### src/rtl/inst_feeder.sv
// Instruction feeder: assembles UART bytes into little-endian 32-bit words,
// buffers them in a 4-entry FIFO and presents one word per new fetch PC.
// A fetch PC that repeats the last consuming PC receives NOP_WORD, so a
// stalled fetch never consumes a second buffered instruction.
module inst_feeder #(
  parameter int          FIFO_DEPTH = 4,
  parameter logic [31:0] NOP_WORD   = 32'h00000013
) (
  input  logic        clk,
  input  logic        reset,
  input  logic [7:0]  rx_data,
  input  logic        rx_valid,
  output logic        rx_ready,
  input  logic        flush,
  input  logic [31:0] inst_mem_in,
  output logic [31:0] inst_mem_out,
  output logic        issued,
  output logic [2:0]  fifo_count,
  output logic [1:0]  byte_idx
);

  localparam logic [2:0] FULL = 3'(FIFO_DEPTH);

  // Storage: no reset, only ever read once written
  logic [31:0] r_fifo [0:FIFO_DEPTH-1];
  logic [23:0] r_asm;

  // Control state
  logic [1:0]  r_wr_ptr;
  logic [1:0]  r_rd_ptr;
  logic [2:0]  r_count;
  logic [1:0]  r_byte_idx;
  logic [31:0] r_last_pc;
  logic        r_pc_seen;

  logic        w_ready;
  logic        w_accept;
  logic        w_push;
  logic        w_issue;
  logic [31:0] w_word;

  // Backpressure only matters when the 4th byte would have nowhere to go
  assign w_ready  = !((r_byte_idx == 2'd3) && (r_count == FULL));
  assign w_accept = rx_valid & w_ready;
  assign w_push   = w_accept & (r_byte_idx == 2'd3);
  assign w_issue  = (r_count != 3'd0) &&
                    (!r_pc_seen || (inst_mem_in != r_last_pc));
  assign w_word   = {rx_data, r_asm};

  assign rx_ready     = w_ready;
  assign issued       = w_issue;
  assign inst_mem_out = w_issue ? r_fifo[r_rd_ptr] : NOP_WORD;
  assign fifo_count   = r_count;
  assign byte_idx     = r_byte_idx;

  // Control: reset beats flush; flush discards buffers but keeps PC history
  always_ff @(posedge clk) begin
    if (reset) begin
      r_wr_ptr   <= 2'd0;
      r_rd_ptr   <= 2'd0;
      r_count    <= 3'd0;
      r_byte_idx <= 2'd0;
      r_last_pc  <= 32'd0;
      r_pc_seen  <= 1'b0;
    end else if (flush) begin
      r_wr_ptr   <= 2'd0;
      r_rd_ptr   <= 2'd0;
      r_count    <= 3'd0;
      r_byte_idx <= 2'd0;
    end else begin
      if (w_accept)
        r_byte_idx <= r_byte_idx + 2'd1;
      if (w_push)
        r_wr_ptr <= r_wr_ptr + 2'd1;
      if (w_issue) begin
        r_rd_ptr  <= r_rd_ptr + 2'd1;
        r_last_pc <= inst_mem_in;
        r_pc_seen <= 1'b1;
      end
      case ({w_push, w_issue})
        2'b10:   r_count <= r_count + 3'd1;
        2'b01:   r_count <= r_count - 3'd1;
        default: r_count <= r_count;
      endcase
    end
  end

  // Data: collect bytes 0..2, write the completed word on byte 3
  always_ff @(posedge clk) begin
    if (w_accept) begin
      case (r_byte_idx)
        2'd0:    r_asm[7:0]   <= rx_data;
        2'd1:    r_asm[15:8]  <= rx_data;
        2'd2:    r_asm[23:16] <= rx_data;
        default: r_fifo[r_wr_ptr] <= w_word;
      endcase
    end
  end

endmodule
### config.mk
export PLATFORM = sky130hd
export DESIGN_NAME = inst_feeder
export DESIGN_NICKNAME = d
export VERILOG_FILES = /design/src/rtl/inst_feeder.sv
export SDC_FILE = /design/constraint.sdc
export NUM_CORES = 1
export LEC_CHECK = 0
export CORE_UTILIZATION = 39
export CTS_CLUSTER_DIAMETER = 50
export DETAILED_ROUTE_END_ITERATION = 6
export HOLD_SLACK_MARGIN = 0.02
export PLACE_DENSITY = 0.6
export SYNTH_ARGS = -nofsm -noshare
export SYNTH_HDL_FRONTEND = slang
export SYNTH_SLANG_ARGS = --single-unit
### constraint.sdc
create_clock -name clk -period 3.8 [get_ports clk]
set_input_delay 0.57 -clock clk [delete_from_list [all_inputs] [get_ports clk]]
set_output_delay 0.57 -clock clk [all_outputs]
set_load 0.005 [all_outputs]
# After elaboration in Yosys (flattened, before gate mapping)
# Memory sizes are Yosys's and may differ from the RTL's. A register that Yosys moved wholly into a read port is not among the register bits.
# Index checks and enable logic that the tools add are counted.
[totals]
latchBits = 0
word_cells = 46
ram_bits = 128
register_bits = 66
in_bits = 44
memories = 1
output_inout_bits = 39
mem_bits_ro = 0
[classes]
shifts = 0
n_mux = 7
bitwise = 3
n_reduce_logical = 14
n_mul = 0
n_lt_le_gt_ge = 0
div_mod_pow = 0
n_eq_ne = 7
add_sub_neg = 5
[mem_list]
columns = ["name", "depth", "width", "read_ports", "rd_ports_with_merged_regs", "write_ports", "line", "rtl"]
rows = [
  ["r_fifo", 4, 32, 1, 1, 1, "25", "logic [31:0] r_fifo [0:FIFO_DEPTH-1];"],
]
[op_table]
columns = ["cell", "count"]
rows = [
  ["$mux 32", 1],
  ["$ne 32x32->1", 1],
  ["$reduce_and 2->1", 4],
  ["$add 2x1->2 const B", 3],
  ["$eq 2x2->1 const B", 3],
  ["$pmux 3 s2", 1],
  ["$eq 2x1->1 const B", 2],
  ["$mux 2", 2],
  ["$add 3x1->3 const B", 1],
  ["$eq 3x3->1 const B", 1],
  ["$mux 1", 3],
  ["$reduce_bool 3->1", 1],
  ["$reduce_or 3->1", 1],
  ["$sub 3x1->3 const B", 1],
  ["$and 1x1->1", 2],
  ["$logic_and 1x1->1", 2],
  ["$logic_not 1->1", 2],
  ["$logic_not 2->1", 1],
  ["$reduce_bool 2->1", 1],
  ["$reduce_or 2->1", 1],
  ["$logic_or 1x1->1", 1],
  ["$not 1->1", 1],
]

# Longest topological paths before layout
# Gate-level depths: netlist of run 1.
[logic_depth]
depth_word = 7
mapped_depth = 13
ltp_nobuf = 11

# Least setup slack after synthesis of run 1
# OpenSTA, ideal clock, no wires.
[synth_timing]
path_type = "input to register"
from = "in inst_mem_in[27]"
to = "reg r_count[2] (netlist: fifo_count[2])"
required_ns = 3.730
setup_time_ns = 0.070
path_buffers = 2
path_stages = 13
arrival_ns = 2.926
setup_slack_ns = 0.804
cell_sequence = "xnor2_1 -> nand4_1 -> or4_1 -> buf_6 -> o31ai_4 -> buf_2 -> inv_1 -> ha_1 -> inv_1 -> fa_1 -> xor2_1 -> or3_1 -> a21oi_1"
[synth_between]
elab_chain_len = 5
elab_cells_between_ends = 7
classes_between = "3 x eq/ne; 1 x mux; 3 x reduce/logical"
[synth_lines]
columns = ["element", "line", "rtl"]
rows = [
  ["start, declared", "15", "input logic [31:0] inst_mem_in,"],
  ["$ne 32x32->1 (*)", "47", "(!r_pc_seen || (inst_mem_in != r_last_pc));"],
  ["$logic_or 1x1->1 (*)", "47", ""],
  ["$logic_and 1x1->1 (*)", "46", "assign w_issue = (r_count != 3'd0) &&"],
  ["named net issued", "17", "output logic issued,"],
  ["$eq 2x1->1 or $eq 2x2->1 (tied branches)", "80", "case ({w_push, w_issue})"],
  ["$pmux 3 s2 or $reduce_bool 2->1 (tied branches)", "-", ""],
  ["end signal, assigned", "81", "2'b10: r_count <= r_count + 3'd1;"],
  ["end signal, assigned", "82", "2'b01: r_count <= r_count - 3'd1;"],
  ["end signal, assigned", "83", "default: r_count <= r_count;"],
  ["end, declared", "31", "logic [2:0] r_count;"],
]
# Mark *: on every way through the listed nets, which the timed path passes. The rest lies on a longest branch.
# A chain may end at the register's enable or synchronous reset.

# Final worst setup path of run 1
[layout_timing]
from = "in inst_mem_in[18]"
to = "out inst_mem_out[24]"
[layout_between]
elab_chain_len = 4
[layout_lines]
columns = ["element", "line", "rtl"]
rows = [
  ["$ne 32x32->1", "47", ""],
  ["$logic_or 1x1->1", "47", ""],
  ["$logic_and 1x1->1", "46", ""],
  ["$mux 32", "52", "assign inst_mem_out = w_issue ? r_fifo[r_rd_ptr] : NOP_WORD;"],
  ["end, declared", "16", "output logic [31:0] inst_mem_out,"],
]
# Every way passes these cells.

==> results of run 1 <==
## worst paths after layout
path,endpoint,cells past startpoint
worst min register to register,r_pc_seen$_SDFFE_PP0P_,2
worst max-delay path,inst_mem_out[24],9
worst min-delay path,r_pc_seen$_SDFFE_PP0P_,2
worst max register to register,fifo_count[2]$_SDFFE_PP0P_,12
## cell families (layout without fill, tap and decap cells)
logic type	after synthesis	after routing	share of synthesized area, %
DFF	196	196	62.9
muxes	32	32	8.32
AOI/OAI and AO/OA	75	75	5.47
xor gates and xnor gates	36	36	3.64
adders and majority gates	11	11	1.68
and+or+nand+nor	217	217	15.4
buffers and inverters	57	149	2.66
## per-layer routing
metal  global-route usage [%]  up-vias  share of wire, %
li1                         -     2549                 -
met1                     24.0     2814                45
met2                     29.5      132                49
met3                     2.65       19               3.8
met4                     5.60        0               1.4
met5                        0        -                 0
## metrics by stage
stage,hold slack (ps),power (mW),instances,utilization [%]
final,462,4.38,996,48.3
after global routing,477,4.50,996,48.3
after CTS,465,4.42,994,48.1
after detailed placement,459,2.49,962,45.1
after global placement,433,2.48,962,45.1
after floorplan,426,2.40,624,-
## synthesized netlist by cell type (all sizes together)
master / count / area, µm²
a211oi: 1 / 7.51
dfxtp: 44 / 881
edfxtp: 152 / 4560
and2: 2 / 12.5
xnor2: 15 / 131
clkbuf: 35 / 131
nand3: 35 / 175
or2: 4 / 25.0
nor2b: 61 / 382
a22oi: 32 / 240
a21oi: 6 / 30.0
or3: 2 / 12.5
nor3b: 32 / 240
and3: 7 / 43.8
and4b: 1 / 10.0
inv: 10 / 37.5
buf: 12 / 61.3
nand4: 37 / 231
ha: 10 / 125
xor2: 21 / 184
nand2: 8 / 30.0
nand4b: 2 / 17.5
mux4: 32 / 721
and4: 1 / 8.76
nand2b: 1 / 6.26
nand4bb: 1 / 11.3
o31ai: 1 / 21.3
nor3: 2 / 10.0
or4: 3 / 26.3
o21ai: 35 / 175
fa: 1 / 20.0
nor4: 9 / 56.3
nor2: 9 / 33.8
## layout make-up
cell class / instances / area [µm²] / area share (%)
clock inverters: 15 / 231 / 2.20
repair buffers: 107 / 1040 / 9.84
flip-flops and latches: 196 / 5450 / 51.7
clock buffers: 17 / 425 / 4.04
multi-input cells: 371 / 3010 / 28.5
well taps: 280 / 350 / 3.33
inverters: 10 / 37.5 / 0.356
## flip-flops by register name, indices dropped and copies added (netlist names), named ones only
| register | count |
|---|---|
| r_rd_ptr | 2 |
| fifo_count | 3 |
| r_wr_ptr | 2 |
| r_pc_seen | 1 |
| byte_idx | 2 |
| r_fifo | 128 |
| r_asm | 24 |
| r_last_pc | 32 |
## layout by cell type (no fill, tap or decap), types with 9 or more instances in the layout
cell type	n
nand3_1	35
clkdlybuf4s50_1	81
clkbuf_16	18
nor2_1	9
nor3b_1	32
ha_1	10
xnor2_1	14
a22oi_1	32
nor2b_1	61
inv_1	10
xor2_1	21
mux4_2	32
dfxtp_1	43
nand4_1	37
o21ai_0	35
edfxtp_1	152
buf_4	22
## critical path: stages
cell,delay (ps)
clkdlybuf4s50_1,550
xnor2_1,160
nand4_1,140
or4_4,580
o31ai_4,300
buf_6,170
clkbuf_16,170
nor2b_1,60
clkdlybuf4s50_1,440
## power groups by stage
| stage | clock network (mW) | logic, mW | registers [mW] |
|---|---|---|---|
| 5_1_grt | 2.05 | 0.133 | 2.32 |
| 3_3_place_gp | 0 | 0.122 | 2.36 |
| 6_report | 1.94 | 0.124 | 2.31 |
| 2_1_floorplan | 0 | 0.0432 | 2.36 |
| 4_1_cts | 1.98 | 0.124 | 2.31 |
| 3_5_place_dp | 0 | 0.124 | 2.36 |
## what timing repair did
item                                   4_1_cts  5_1_grt
setup endpoints to repair                    0        1
endpoints found under the hold margin        0        0
buffers inserted                             0        1
gates resized for setup                      0        3
==> results.json, run 1 <==
{
  "status": "finished clean",
  "tightestPinTransition_ps": 1280,
  "root_buffer": "clkbuf_16",
  "power.internal_mw": 3.31,
  "grt_pass1_wl_um": 30300,
  "layout_setup_ws_ps": 89.2,
  "place_congestion": 0.784,
  "cellLeakagePower_nw": 3.43,
  "clk_pin_slew_ps": 80,
  "diodes": 0,
  "ys_ff_latch": 196,
  "via_per_inst": 5.54,
  "grt_use_total_pct": 17.8,
  "r2r_slack_ps": 870,
  "die_area_um2": 22800,
  "ys_seq_area_share_pct": 62.9,
  "hp-start": "r_pc_seen$_SDFFE_PP0P_",
  "antenna_found_initial": 0,
  "cts_made_buffers": 17,
  "ir_drop_mv": 0.298,
  "drive_gt1_share_pct": 14.1,
  "final_cell_area_um2": 10500,
  "final_antenna_net_count": 0,
  "die_h_um": 151,
  "min_path_type": "reg2reg",
  "sw_frac_of_total_pct": 24.4,
  "num-fill-cells": 1887,
  "cts_tree": "done",
  "post-route-period-util_pct": 97.7,
  "dpl_cell_area_um2": 9830,
  "seqPwrFrac_pct": 52.8,
  "wire_per_inst_um": 19.7,
  "vias": 5514,
  "cp.arrival_ps": 3140,
  "required_ps": 3230,
  "p_switching_mw": 1.07,
  "worstSkewPairLatency_ps": 440,
  "ios": 83,
  "nets": 758,
  "syn_inst": 624,
  "slew_headroom_pct": 14.6,
  "path_class": "in2out",
  "start_kind": "input port",
  "drtIter0Drc": 400,
  "remaining_drc_errors": 0,
  "slew_violations": 0,
  "endpoint_kind": "primary output",
  "rows": 54,
  "grt_pass1_vias": 5561,
  "dp_hpwl_um": 12100,
  "clkSinkCount": 196,
  "fmax_mhz": 269,
  "synth_warnings": 0,
  "power_frac_comb_pct": 2.8,
  "power_per_cell_area_nw_per_um2": 416,
  "finalWirelength_um": 19600,
  "htreeDepth": 4,
  "grt_max_degree": 64,
  "post-place-ws_ps": 89.1,
  "finalSetupViolations": 0,
  "fin_crit_ps": 3710,
  "finClkSkew_ps": 14.1,
  "cts.path.max_buffers": 2,
  "syn2layout_area_growth_pct": 21.6,
  "r2r_start": "r_last_pc[29]$_SDFFE_PP0P_",
  "postCtsHoldBufs": 0,
  "overflow": 0,
  "crit_fanout": 16,
  "dr.pass1.iters": 5,
  "cap_violations": 0,
  "portBuffers": 82,
  "syn_avg_cell_area_um2": 13.9,
  "setup_tns_ps": 0,
  "dieWidth_um": 151,
  "core_area_um2": 21800,
  "start_util_pct": 39.7,
  "clockPowerShare_pct": 44.3,
  "synth.distinct_cells": 36,
  "syn_nets": 679,
  "hold_viol_final": 0,
  "rsz0062_at_grt": "no",
  "netlist_area_um2": 8660,
  "cp-startpoint": "inst_mem_in[18]"
}
(Power assumes the default switching activity.)
==> run 2: changes to the inputs <==
Settings changed: HOLD_SLACK_MARGIN 0.02 to 0.06.
==> results of run 2 <==
Final layout, timing and power as in run 1 (identical DEF).
==> run 3: changes to the inputs <==
Settings changed: CAP_MARGIN set to 10.
==> run 3 against run 2 <==
First-iteration DRC count shrank 13%. Via count down 0.11%. Combinational power about the same. Largest power group unchanged.
==> results.json, run 3 (synthesized netlist as in run 1, its figures left out) <==
{
  "whs_endpoint": "r_pc_seen$_SDFFE_PP0P_",
  "ff2ff_path_depth": 12,
  "grt_use_total_pct": 17.8,
  "hold_viol_final": 0,
  "final_antenna_net_count": 0,
  "num-fill-cells": 1886,
  "required_ps": 3230,
  "die_area_um2": 22800,
  "final_cell_area_um2": 10600,
  "clkSinkCount": 196,
  "fmax_mhz": 269,
  "crit_fanout": 16,
  "drtIter0Drc": 349,
  "syn2layout_area_growth_pct": 21.9,
  "utilization_pct": 48.4,
  "seqPwrFrac_pct": 52.9,
  "status": "finished clean",
  "r2r_start": "r_last_pc[29]$_SDFFE_PP0P_",
  "diodes": 0,
  "clk_pin_slew_ps": 80,
  "root_buffer": "clkbuf_16",
  "core_area_um2": 21800,
  "placedCellCount": 962,
  "cap_violations": 0,
  "path_class": "in2out",
  "top_regs": "r_fifo (128), r_last_pc (32), r_asm (24)",
  "power.internal_mw": 3.31,
  "min_path_type": "reg2reg",
  "worstPathCellList": "clkdlybuf4s50_1 -> xnor2_1 -> nand4_1 -> or4_4 -> o31ai_4 -> buf_6 -> clkbuf_16 -> nor2b_1 -> clkdlybuf4s50_1",
  "setup_tns_ps": 0,
  "regMostFlops": "r_fifo",
  "finalPower_mw": 4.38,
  "dp_hpwl_um": 12100,
  "start_util_pct": 39.7,
  "tightestPinTransition_ps": 759,
  "ios": 83,
  "dieWidth_um": 151,
  "drive_gt1_share_pct": 14.2,
  "grt_pass1_wl_um": 30300,
  "clockPowerShare_pct": 44.3,
  "cts.path.max_buffers": 2,
  "cts_tree": "done",
  "final_common_cell": "edfxtp_1",
  "grt_max_degree": 64,
  "via_per_inst": 5.52,
  "worstSkewPairLatency_ps": 440,
  "slew_headroom_pct": 49.3,
  "htreeDepth": 4,
  "power_frac_comb_pct": 2.8,
  "postCtsHoldBufs": 0,
  "post-route-period-util_pct": 97.8,
  "rows": 54,
  "cellLeakagePower_nw": 3.44,
  "largest_reg_flops": 128,
  "start_kind": "input port",
  "r2r-end": "fifo_count[2]$_SDFFE_PP0P_",
  "finalNonFillerCells": 997,
  "sw_frac_of_total_pct": 24.4,
  "fin_crit_ps": 3720,
  "antenna_found_initial": 0,
  "cp.arrival_ps": 3150,
  "hold_path_depth": 2,
  "critical_path.most_common_cell": "clkdlybuf4s50_1",
  "dpl_cell_area_um2": 9830,
  "power_per_cell_area_nw_per_um2": 415,
  "place_congestion": 0.784,
  "finalSetupViolations": 0,
  "r2r_slack_ps": 860,
  "grt_pass1_vias": 5561,
  "nets": 759,
  "dr.pass1.iters": 5,
  "remaining_drc_errors": 0,
  "p_switching_mw": 1.07,
  "finalWirelength_um": 19600,
  "endpoint_kind": "primary output",
  "layout_common_cells": "edfxtp_1, clkdlybuf4s50_1, nor2b_1",
  "cpMaxStageDelayCell": "or4_4",
  "ir_drop_mv": 0.299,
  "cp_slowest_stage_delay_ps": 570,
  "portBuffers": 82,
  "vias": 5508,
  "cts_made_buffers": 17,
  "wire_per_inst_um": 19.7,
  "rsz0062_at_grt": "no",
  "die_h_um": 151,
  "hp-start": "r_pc_seen$_SDFFE_PP0P_",
  "finClkSkew_ps": 14.0,
  "overflow": 0,
  "slew_violations": 0
}
[run 3: changes by cell type in the layout (fill, tap and decap cells not counted), sizes merged]
cell / change
buf: +1
[run 3: worst max path at each step]
| stage | startpoint | to | depth (start not counted) |
|---|---|---|---|
| floorplan | inst_mem_in[27] | fifo_count[2]$_SDFFE_PP0P_ | 13 |
| global placement | inst_mem_in[28] | inst_mem_out[1] | 8 |
| detailed placement | inst_mem_in[18] | inst_mem_out[4] | 8 |
| CTS | inst_mem_in[18] | inst_mem_out[4] | 8 |
| global route | inst_mem_in[18] | inst_mem_out[24] | 9 |
| finish | inst_mem_in[18] | inst_mem_out[24] | 9 |
[run 3: worst max-delay path: cells and delay by family]
family,cells,cell delay (ps)
buffers and inverters,4,1340
and+or+nand+nor,3,770
AOI/OAI and AO/OA,1,310
xor gates and xnor gates,1,160
[run 3: per-stage QoR]
step,hold WS [ps],worst slack (ps)
after floorplan,426,804
after global placement,433,133
after detailed placement,459,89.1
after CTS,465,81.8
after global routing,477,15.1
final,462,83.3
[run 3: layer usage]
layer,vias up,wire length [µm],track usage (%)
met2,139,9700,29.5
met4,0,284,5.60
met5,-,0,0
li1,2555,-,-
met3,18,828,2.65
met1,2796,8800,24.0
[run 3: power by group through the flow]
| stage | registers [mW] | logic (mW) | clock network, mW |
|---|---|---|---|
| floorplan | 2.36 | 0.0432 | 0 |
| global placement | 2.36 | 0.122 | 0 |
| detailed placement | 2.36 | 0.124 | 0 |
| CTS | 2.31 | 0.124 | 1.98 |
| global route | 2.32 | 0.133 | 2.05 |
| finish | 2.31 | 0.124 | 1.94 |
[run 3: cell type report]
class | instances | area (µm²) | area share [%]
clock inverters | 15 | 231 | 2.19
clock buffers | 17 | 425 | 4.03
well taps | 280 | 350 | 3.32
repair buffers | 108 | 1060 | 10.0
flip-flops and latches | 196 | 5450 | 51.6
inverters | 10 | 37.5 | 0.356
multi-input cells | 371 | 3010 | 28.5
[run 3: timing repair]
| item | in CTS | in global routing |
|---|---|---|
| resized for setup | 0 | 3 |
| endpoints found under the setup margin | 0 | 1 |
| setup buffers | 0 | 1 |
